## src/rtl/fpnew_fma_share_ctrl_pkg.sv

```systemverilog
// Shared types for the FMA sharing controller: FP formats, FMA opcodes, drain FSM states.
package fpnew_fma_share_ctrl_pkg;

  typedef enum logic [2:0] {
    FP32    = 3'd0,
    FP64    = 3'd1,
    FP16    = 3'd2,
    FP8     = 3'd3,
    FP16ALT = 3'd4
  } fp_format_e;

  typedef enum logic [1:0] {
    FMADD  = 2'd0,
    FMSUB  = 2'd1,
    FNMSUB = 2'd2,
    FNMADD = 2'd3
  } fpnew_fma_op_e;

  typedef enum logic [1:0] {
    RUN   = 2'd0,
    DRAIN = 2'd1,
    DONE  = 2'd2
  } share_state_e;

  function automatic int unsigned exp_bits(fp_format_e fmt);
    case (fmt)
      FP32:    return 8;
      FP64:    return 11;
      FP16:    return 5;
      FP8:     return 5;
      FP16ALT: return 8;
      default: return 11;
    endcase
  endfunction

  function automatic int unsigned man_bits(fp_format_e fmt);
    case (fmt)
      FP32:    return 23;
      FP64:    return 52;
      FP16:    return 10;
      FP8:     return 2;
      FP16ALT: return 7;
      default: return 52;
    endcase
  endfunction

  function automatic int unsigned fp_width(fp_format_e fmt);
    return 1 + exp_bits(fmt) + man_bits(fmt);
  endfunction

endpackage

```

## src/rtl/fpnew_share_rr_arb.sv

```systemverilog
// Round-robin arbiter: first set request at or above ptr (with wrap) wins; one-hot grant plus index.
module fpnew_share_rr_arb #(
  parameter  int unsigned NUM_REQ = 4,
  localparam int unsigned IDX_W   = $clog2(NUM_REQ)
) (
  input  logic [NUM_REQ-1:0] req,
  input  logic [IDX_W-1:0]   ptr,
  output logic [NUM_REQ-1:0] gnt,
  output logic [IDX_W-1:0]   gnt_idx
);

  logic found;
  int   idx;

  always_comb begin
    gnt     = '0;
    gnt_idx = '0;
    found   = 1'b0;
    idx     = 0;
    for (int k = 0; k < int'(NUM_REQ); k++) begin
      idx = int'(ptr) + k;
      if (idx >= int'(NUM_REQ)) idx = idx - int'(NUM_REQ);
      if (!found && req[idx]) begin
        found    = 1'b1;
        gnt[idx] = 1'b1;
        gnt_idx  = IDX_W'(idx);
      end
    end
  end

endmodule

```

## src/rtl/fpnew_fma_share_ctrl.sv

```systemverilog
// Shares one fixed-latency FMA between NUM_REQ requesters with credit-protected result FIFO and drain FSM.
// Optional issue/stall statistics counters are enabled with `define FPNEW_SHARE_STATS_EN.
module fpnew_fma_share_ctrl
  import fpnew_fma_share_ctrl_pkg::*;
#(
  parameter  fp_format_e  FpFormat   = FP64,
  parameter  int unsigned NUM_REQ    = 4,
  parameter  int unsigned LATENCY    = 2,
  parameter  int unsigned FIFO_DEPTH = 4,
  localparam int unsigned WIDTH      = fp_width(FpFormat),
  localparam int unsigned ID_W       = $clog2(NUM_REQ)
) (
  input  logic                         clk_i,
  input  logic                         rst_ni,
  input  logic [NUM_REQ-1:0]           req_valid_i,
  output logic [NUM_REQ-1:0]           req_ready_o,
  input  logic [NUM_REQ*2-1:0]         req_op_i,
  input  logic [NUM_REQ*3*WIDTH-1:0]   req_operands_i,
  output logic                         unit_valid_o,
  output logic [1:0]                   unit_op_o,
  output logic [3*WIDTH-1:0]           unit_operands_o,
  input  logic                         unit_valid_i,
  input  logic [WIDTH-1:0]             unit_result_i,
  output logic                         resp_valid_o,
  input  logic                         resp_ready_i,
  output logic [ID_W-1:0]              resp_id_o,
  output logic [WIDTH-1:0]             resp_result_o,
  input  logic                         flush_i,
  output logic                         flush_done_o,
`ifdef FPNEW_SHARE_STATS_EN
  output logic [31:0]                  stat_issued_o,
  output logic [31:0]                  stat_stall_o,
`endif
  output logic                         err_o
);

  localparam int unsigned PTR_W  = $clog2(FIFO_DEPTH);
  localparam int unsigned FCNT_W = $clog2(FIFO_DEPTH + 1);
  localparam int unsigned IFL_W  = $clog2(LATENCY + 1);
  localparam int unsigned CNT_W  = $clog2(FIFO_DEPTH + LATENCY + 1);

  function automatic logic [PTR_W-1:0] ptr_inc(logic [PTR_W-1:0] p);
    return (p == PTR_W'(FIFO_DEPTH - 1)) ? '0 : p + 1'b1;
  endfunction

  share_state_e        state;
  logic [ID_W-1:0]     rr_ptr;
  logic                can_issue, grant_en, issue, drained;
  logic [NUM_REQ-1:0]  grant;
  logic [ID_W-1:0]     grant_idx;

  logic [LATENCY-1:0]  vld_p;
  logic [ID_W-1:0]     id_p [LATENCY];
  logic [IFL_W-1:0]    in_flight;
  logic                tag_vld_last;
  logic [ID_W-1:0]     tag_id_last;

  logic [ID_W-1:0]     fifo_id  [FIFO_DEPTH];
  logic [WIDTH-1:0]    fifo_res [FIFO_DEPTH];
  logic [PTR_W-1:0]    wr_ptr, rd_ptr;
  logic [FCNT_W-1:0]   fifo_count;
  logic                fifo_empty, fifo_full;
  logic                push_req, push, pop, mismatch, overflow;

  // Issue stage: credits come from registered counts only, so a pop frees its slot one cycle later
  assign can_issue = (state == RUN) &&
                     ((CNT_W'(in_flight) + CNT_W'(fifo_count)) < CNT_W'(FIFO_DEPTH));
  assign grant_en  = rst_ni && can_issue && !flush_i;

  fpnew_share_rr_arb #(.NUM_REQ(NUM_REQ)) u_arb (
    .req     (req_valid_i & {NUM_REQ{grant_en}}),
    .ptr     (rr_ptr),
    .gnt     (grant),
    .gnt_idx (grant_idx)
  );

  assign issue        = |grant;
  assign req_ready_o  = grant;
  assign unit_valid_o = issue;

  always_comb begin
    unit_op_o       = '0;
    unit_operands_o = '0;
    for (int i = 0; i < int'(NUM_REQ); i++) begin
      if (grant[i]) begin
        unit_op_o       = req_op_i[2*i +: 2];
        unit_operands_o = req_operands_i[i*3*WIDTH +: 3*WIDTH];
      end
    end
  end

  // Writeback stage: last tag stage lines up with unit_valid_i
  assign tag_vld_last = vld_p[LATENCY-1];
  assign tag_id_last  = id_p[LATENCY-1];
  assign fifo_empty   = (fifo_count == '0);
  assign fifo_full    = (fifo_count == FCNT_W'(FIFO_DEPTH));
  assign push_req     = unit_valid_i && tag_vld_last;
  assign mismatch     = unit_valid_i ^ tag_vld_last;
  assign resp_valid_o = rst_ni && !fifo_empty;
  assign pop          = resp_valid_o && resp_ready_i;
  assign overflow     = push_req && fifo_full && !pop;
  assign push         = push_req && !overflow;
  assign drained      = (in_flight == '0) && fifo_empty;

  assign resp_id_o     = resp_valid_o ? fifo_id[rd_ptr]  : '0;
  assign resp_result_o = resp_valid_o ? fifo_res[rd_ptr] : '0;

  always_ff @(posedge clk_i) begin
    if (!rst_ni) begin
      rr_ptr     <= '0;
      vld_p      <= '0;
      in_flight  <= '0;
      wr_ptr     <= '0;
      rd_ptr     <= '0;
      fifo_count <= '0;
      err_o      <= 1'b0;
    end else begin
      if (issue) rr_ptr <= (grant_idx == ID_W'(NUM_REQ - 1)) ? '0 : grant_idx + 1'b1;
      vld_p[0] <= issue;
      for (int k = 1; k < int'(LATENCY); k++) vld_p[k] <= vld_p[k-1];
      in_flight  <= in_flight + IFL_W'(issue) - IFL_W'(tag_vld_last);
      if (push) wr_ptr <= ptr_inc(wr_ptr);
      if (pop)  rd_ptr <= ptr_inc(rd_ptr);
      fifo_count <= fifo_count + FCNT_W'(push) - FCNT_W'(pop);
      if (mismatch || overflow) err_o <= 1'b1;
    end
  end

  always_ff @(posedge clk_i) begin
    id_p[0] <= grant_idx;
    for (int k = 1; k < int'(LATENCY); k++) id_p[k] <= id_p[k-1];
    if (push) begin
      fifo_id[wr_ptr]  <= tag_id_last;
      fifo_res[wr_ptr] <= unit_result_i;
    end
  end

  // DONE pulses once on entry; staying in DONE while flush_i is held blocks grants without re-pulsing
  always_ff @(posedge clk_i) begin
    if (!rst_ni) begin
      state        <= RUN;
      flush_done_o <= 1'b0;
    end else begin
      flush_done_o <= 1'b0;
      case (state)
        RUN:     if (flush_i) state <= DRAIN;
        DRAIN:   if (drained) begin
                   state        <= DONE;
                   flush_done_o <= 1'b1;
                 end
        DONE:    if (!flush_i) state <= RUN;
        default: state <= RUN;
      endcase
    end
  end

`ifdef FPNEW_SHARE_STATS_EN
  function automatic logic [31:0] sat_inc(logic [31:0] v);
    return (&v) ? v : v + 32'd1;
  endfunction

  always_ff @(posedge clk_i) begin
    if (!rst_ni) begin
      stat_issued_o <= '0;
      stat_stall_o  <= '0;
    end else begin
      if (issue) stat_issued_o <= sat_inc(stat_issued_o);
      if (|req_valid_i && (state == RUN) && !can_issue) stat_stall_o <= sat_inc(stat_stall_o);
    end
  end
`endif

endmodule

```

## config.mk

```make
export PLATFORM = sky130hd
export DESIGN_NAME = fpnew_fma_share_ctrl
export DESIGN_NICKNAME = d
export VERILOG_FILES = /design/src/rtl/fpnew_fma_share_ctrl_pkg.sv /design/src/rtl/fpnew_share_rr_arb.sv /design/src/rtl/fpnew_fma_share_ctrl.sv
export SDC_FILE = /design/constraint.sdc
export NUM_CORES = 1
export LEC_CHECK = 0
export ABC_AREA = 0
export CAP_MARGIN = 40
export CORE_AREA = 2 2 436 438
export DETAILED_ROUTE_END_ITERATION = 12
export DIE_AREA = 0 0 438 440
export PLACE_DENSITY = 0.4
export SLEW_MARGIN = 20
export SYNTH_ARGS = -nofsm -noshare
export SYNTH_HDL_FRONTEND = slang
export SYNTH_HIERARCHICAL = 1
export SYNTH_SLANG_ARGS = --single-unit
```

## constraint.sdc

```tcl
create_clock -name clk_i -period 3.4 [get_ports clk_i]
set_input_delay 0.34 -clock clk_i [delete_from_list [all_inputs] [get_ports clk_i]]
set_output_delay 0.34 -clock clk_i [all_outputs]
set_load 0.02 [all_outputs]
```

==> out/results.txt <==
Library cell used as clock root buffer - sky130_fd_sc_hd__clkbuf_16
Number of instances in the synthesized netlist - 1481
Number of global-route vias before repair - 20.6k
Number of top-level pins - 1117
Clock network power share - 0.090
Async set or reset register ratio after synthesis - 0
Number of DRC violations after detailed routing - 0
Pin count of the biggest net entering global routing - 67
Total Routed Length - 222000 um
Hold buffer count at cts - 0
Cell types occupying the most area after synthesis - sky130_fd_sc_hd__edfxtp_1 46%, sky130_fd_sc_hd__a221oi_1 10%, sky130_fd_sc_hd__mux4_2 9.1%, sky130_fd_sc_hd__o31ai_1 8.5%, sky130_fd_sc_hd__nor2b_1 7.3%
Global-route wire length before repair - 260000 um
Summed instance area of the synthesized netlist - 0.0173 mm2
Leakage dissipation - 15.4 nW
Internal power - 23.2 mW
Clock latency at the later pin of the worst-skew pair - 540 ps
Critical path buffer and inverter count - 7
Crit-path most repeated cell - sky130_fd_sc_hd__buf_12
Critical path start-end classification - register to primary output
Library cell occupying the most area in the post-synthesis netlist - sky130_fd_sc_hd__edfxtp_1
Power density over the cells - 937 mW/mm2
GP Congestion - 1.03
Final hold viol count - 0
Synthesized area per cell - 11.7 um2
Top Family by Delay on Critical Path - buffers and inverters
Flop pwr share - 0.095
Maxcap violations - 0
Final max-slew violation count - 0
CP max-delay cell - sky130_fd_sc_hd__mux4_2
First-pass iteration count of the detailed router - 5
Design Area, Final - 0.0457 mm2
Starting utilization of the core area - 0.0918
WP data required - 3060 ps
Result of the run - finished with violations
Remaining antenna violation count after routing - 0
Global-route congestion overflow total - 0
Proportion of netlist area held by the largest area contributor - 0.458
Max_slew headroom - 0.614
List of most frequent post-synthesis cells - 264 x sky130_fd_sc_hd__edfxtp_1, 202 x sky130_fd_sc_hd__nand2_1, 201 x sky130_fd_sc_hd__nor2b_1
Post-synthesis net count - 2351
Clock tree from TritonCTS - done
Number of DRC markers after the initial detailed-route iteration - 2021
Number of H-tree levels - 2
CTS Buf Count - 35
Vias post-DR - 21.7k
Count of placed standard cells including taps - 5288
Final setup vio count - 204
Most frequently used cell type in the post-synthesis netlist - sky130_fd_sc_hd__edfxtp_1
Clk sink count - 287
Worst-path cell chain - ha_4 > a31oi_4 > xnor2_4 > nor3b_4 > mux4_2 > nor2b_4 > buf_6 > a221oi_4 > o2bb2ai_4 > nor2b_4 > buf_12 > buf_16 > buf_8 > buf_12 > a221oi_2 > buf_4 > o31ai_4 > buf_12
Switching component of the power - 19.6 mW
Dominant synthesized flop cell - sky130_fd_sc_hd__edfxtp_1
Count of unique library cells instantiated by Yosys - 45
Post-route setup slack - -1370 ps
Vert. Die Dim - 440 um
Non-filler instance count after layout - 5584
Worst setup SP type - register
Share of post-route cells with drive strength above 1 - 0.432
Worst slew pin tran - 574 ps
Yosys warning count - 6
Cell row count - 160
Die area - 0.193 mm2
Worst Setup End Kind - primary output
Antenna violations before repair - 195
Period utilization - 1.40
Proportion of power drawn by combinational gates - 0.815
Instance area after placement - 0.0379 mm2
Violated checks - negative setup slack
Half-perimeter wire length after placement - 193000 um
Worst IR drop on VDD - 496 uV
RSZ-0062 raised after global routing - true
Max stage delay on crit path - 520 ps
Worst endpoint data arrival time - 4430 ps
Sum of internal, switching and leakage power - 42.8 mW
Clock transition at the register clock pins on the worst setup and hold paths after CTS - 60 ps
Post-detailed-route wirelength per cell - 39.8 um
Number of storage elements in the synthesis netlist - 287
Placeable Area - 0.189 mm2
GRT Resource Usage Total - 0.215
Number of buffers added on ports - 1116
Net switching share of the total power - 0.457
CTS Buffer Depth - 3
Post-layout minimum cycle time - 4770 ps
Area added between synthesis and finish - 164%
Die outline width - 438 um
Max Fclk - 210 MHz
Share of the yosys chip area belonging to registers - 0.484
Final Net Count - 3870
Path class of the lowest-slack min-delay path - register to register
Number of enable-type register cells in the synthesized netlist - 264
Worst clock skew on the final layout - 22.1 ps
Worst hold slack - 330 ps
Maximum net fanout on the critical path - 8
Vias/cell - 3.89
metal layers:
metal	global-route usage	part of all wire	up-vias
li1	-	-	9020
met1	0.251	0.37	11033
met2	0.350	0.46	1204
met3	0.104	0.13	349
met4	0.0601	0.036	134
met5	0	0.0036	-
worst reg2reg max path: cells and delay by family, from the launching register on:
family | cells | cell delay [ps]
AOI/OAI and AO/OA | 3 | 510
xor gates and xnor gates | 2 | 450
adders and majority gates | 2 | 430
buffers and inverters | 8 | 990
DFF | 1 | 350
muxes | 1 | 520
and+or+nand+nor | 4 | 660
layout make-up:
cell class | instances | area (um2)
tap | 2511 | 3140
sequential | 287 | 8400
clock buffer | 41 | 898
multi-input combinational | 1026 | 13700
timing repair buffer | 1637 | 19200
inverter | 13 | 51.3
fill | 19908 | 143000
clock inverter | 21 | 275
antenna | 48 | 120
sequential cells by signal, indices dropped and copies added (netlist names), named ones only:
name          cells
fifo_id           8
state             2
wr_ptr            2
id_p              4
flush_done_o      1
rd_ptr            2
rr_ptr            2
fifo_count        3
err_o             1
in_flight         2
vld_p             2
fifo_res        256
cells in the final DEF (no fill, tap or decap), drive strengths merged, types with 12 or more instances in the layout:
master	netlist	final
diode	0	48
clkbuf	71	62
inv	13	15
ha	20	20
dfxtp	23	23
buf	84	697
o31ai	197	197
a221oi	199	199
nor2b	204	204
mux4	70	70
clkinv	0	12
and2	77	77
nand2	202	202
clkdlybuf4s50	0	917
edfxtp	264	264
worst paths after layout:
check | from | to | slack (ps) | depth (start not counted)
min reg2reg | id_p[0][0] | id_p[0][2] | 330 | 0
min | id_p[0][0] | id_p[0][2] | 330 | 0
max reg2reg | fifo_count[1] | in_flight[1] | -580 | 20
max | fifo_count[1] | unit_operands_o[104] | -1370 | 18
logic make-up after synthesis:
kind of cell,count (synthesis),share of synthesized area
and+or+nand+nor,513,0.159
adders and majority gates,21,0.0156
muxes,73,0.0928
xor gates and xnor gates,5,0.00253
DFF,287,0.484
AOI/OAI and AO/OA,414,0.194
buffers and inverters,168,0.0519
power by group through the flow:
stage / registers [mW] / clock network [mW] / logic, mW
after floorplan: 4.18 / 0 / 10.0
after global placement: 4.16 / 0 / 29.3
after detailed placement: 4.16 / 0 / 29.2
after CTS: 4.09 / 3.95 / 32.4
after global routing: 4.10 / 4.10 / 35.7
final: 4.09 / 3.84 / 34.9
through the flow:
step	TNS (ps)	utilization	setup slack (ps)
6_report	-239160	0.242	-1370
5_1_grt	-261860	0.242	-1470
4_1_cts	-246030	0.225	-1420
3_5_place_dp	-269830	0.201	-1920
3_3_place_gp	-255040	0.201	-1850
2_1_floorplan	-61040	-	-398
repair_timing:
item	4_1_cts	5_1_grt
gates cloned	20	16
buffers inserted	69	136
setup endpoints to repair	204	204
gates resized for setup	411	417
pin swaps	55	129
Power figures use the tool's default switching activity.
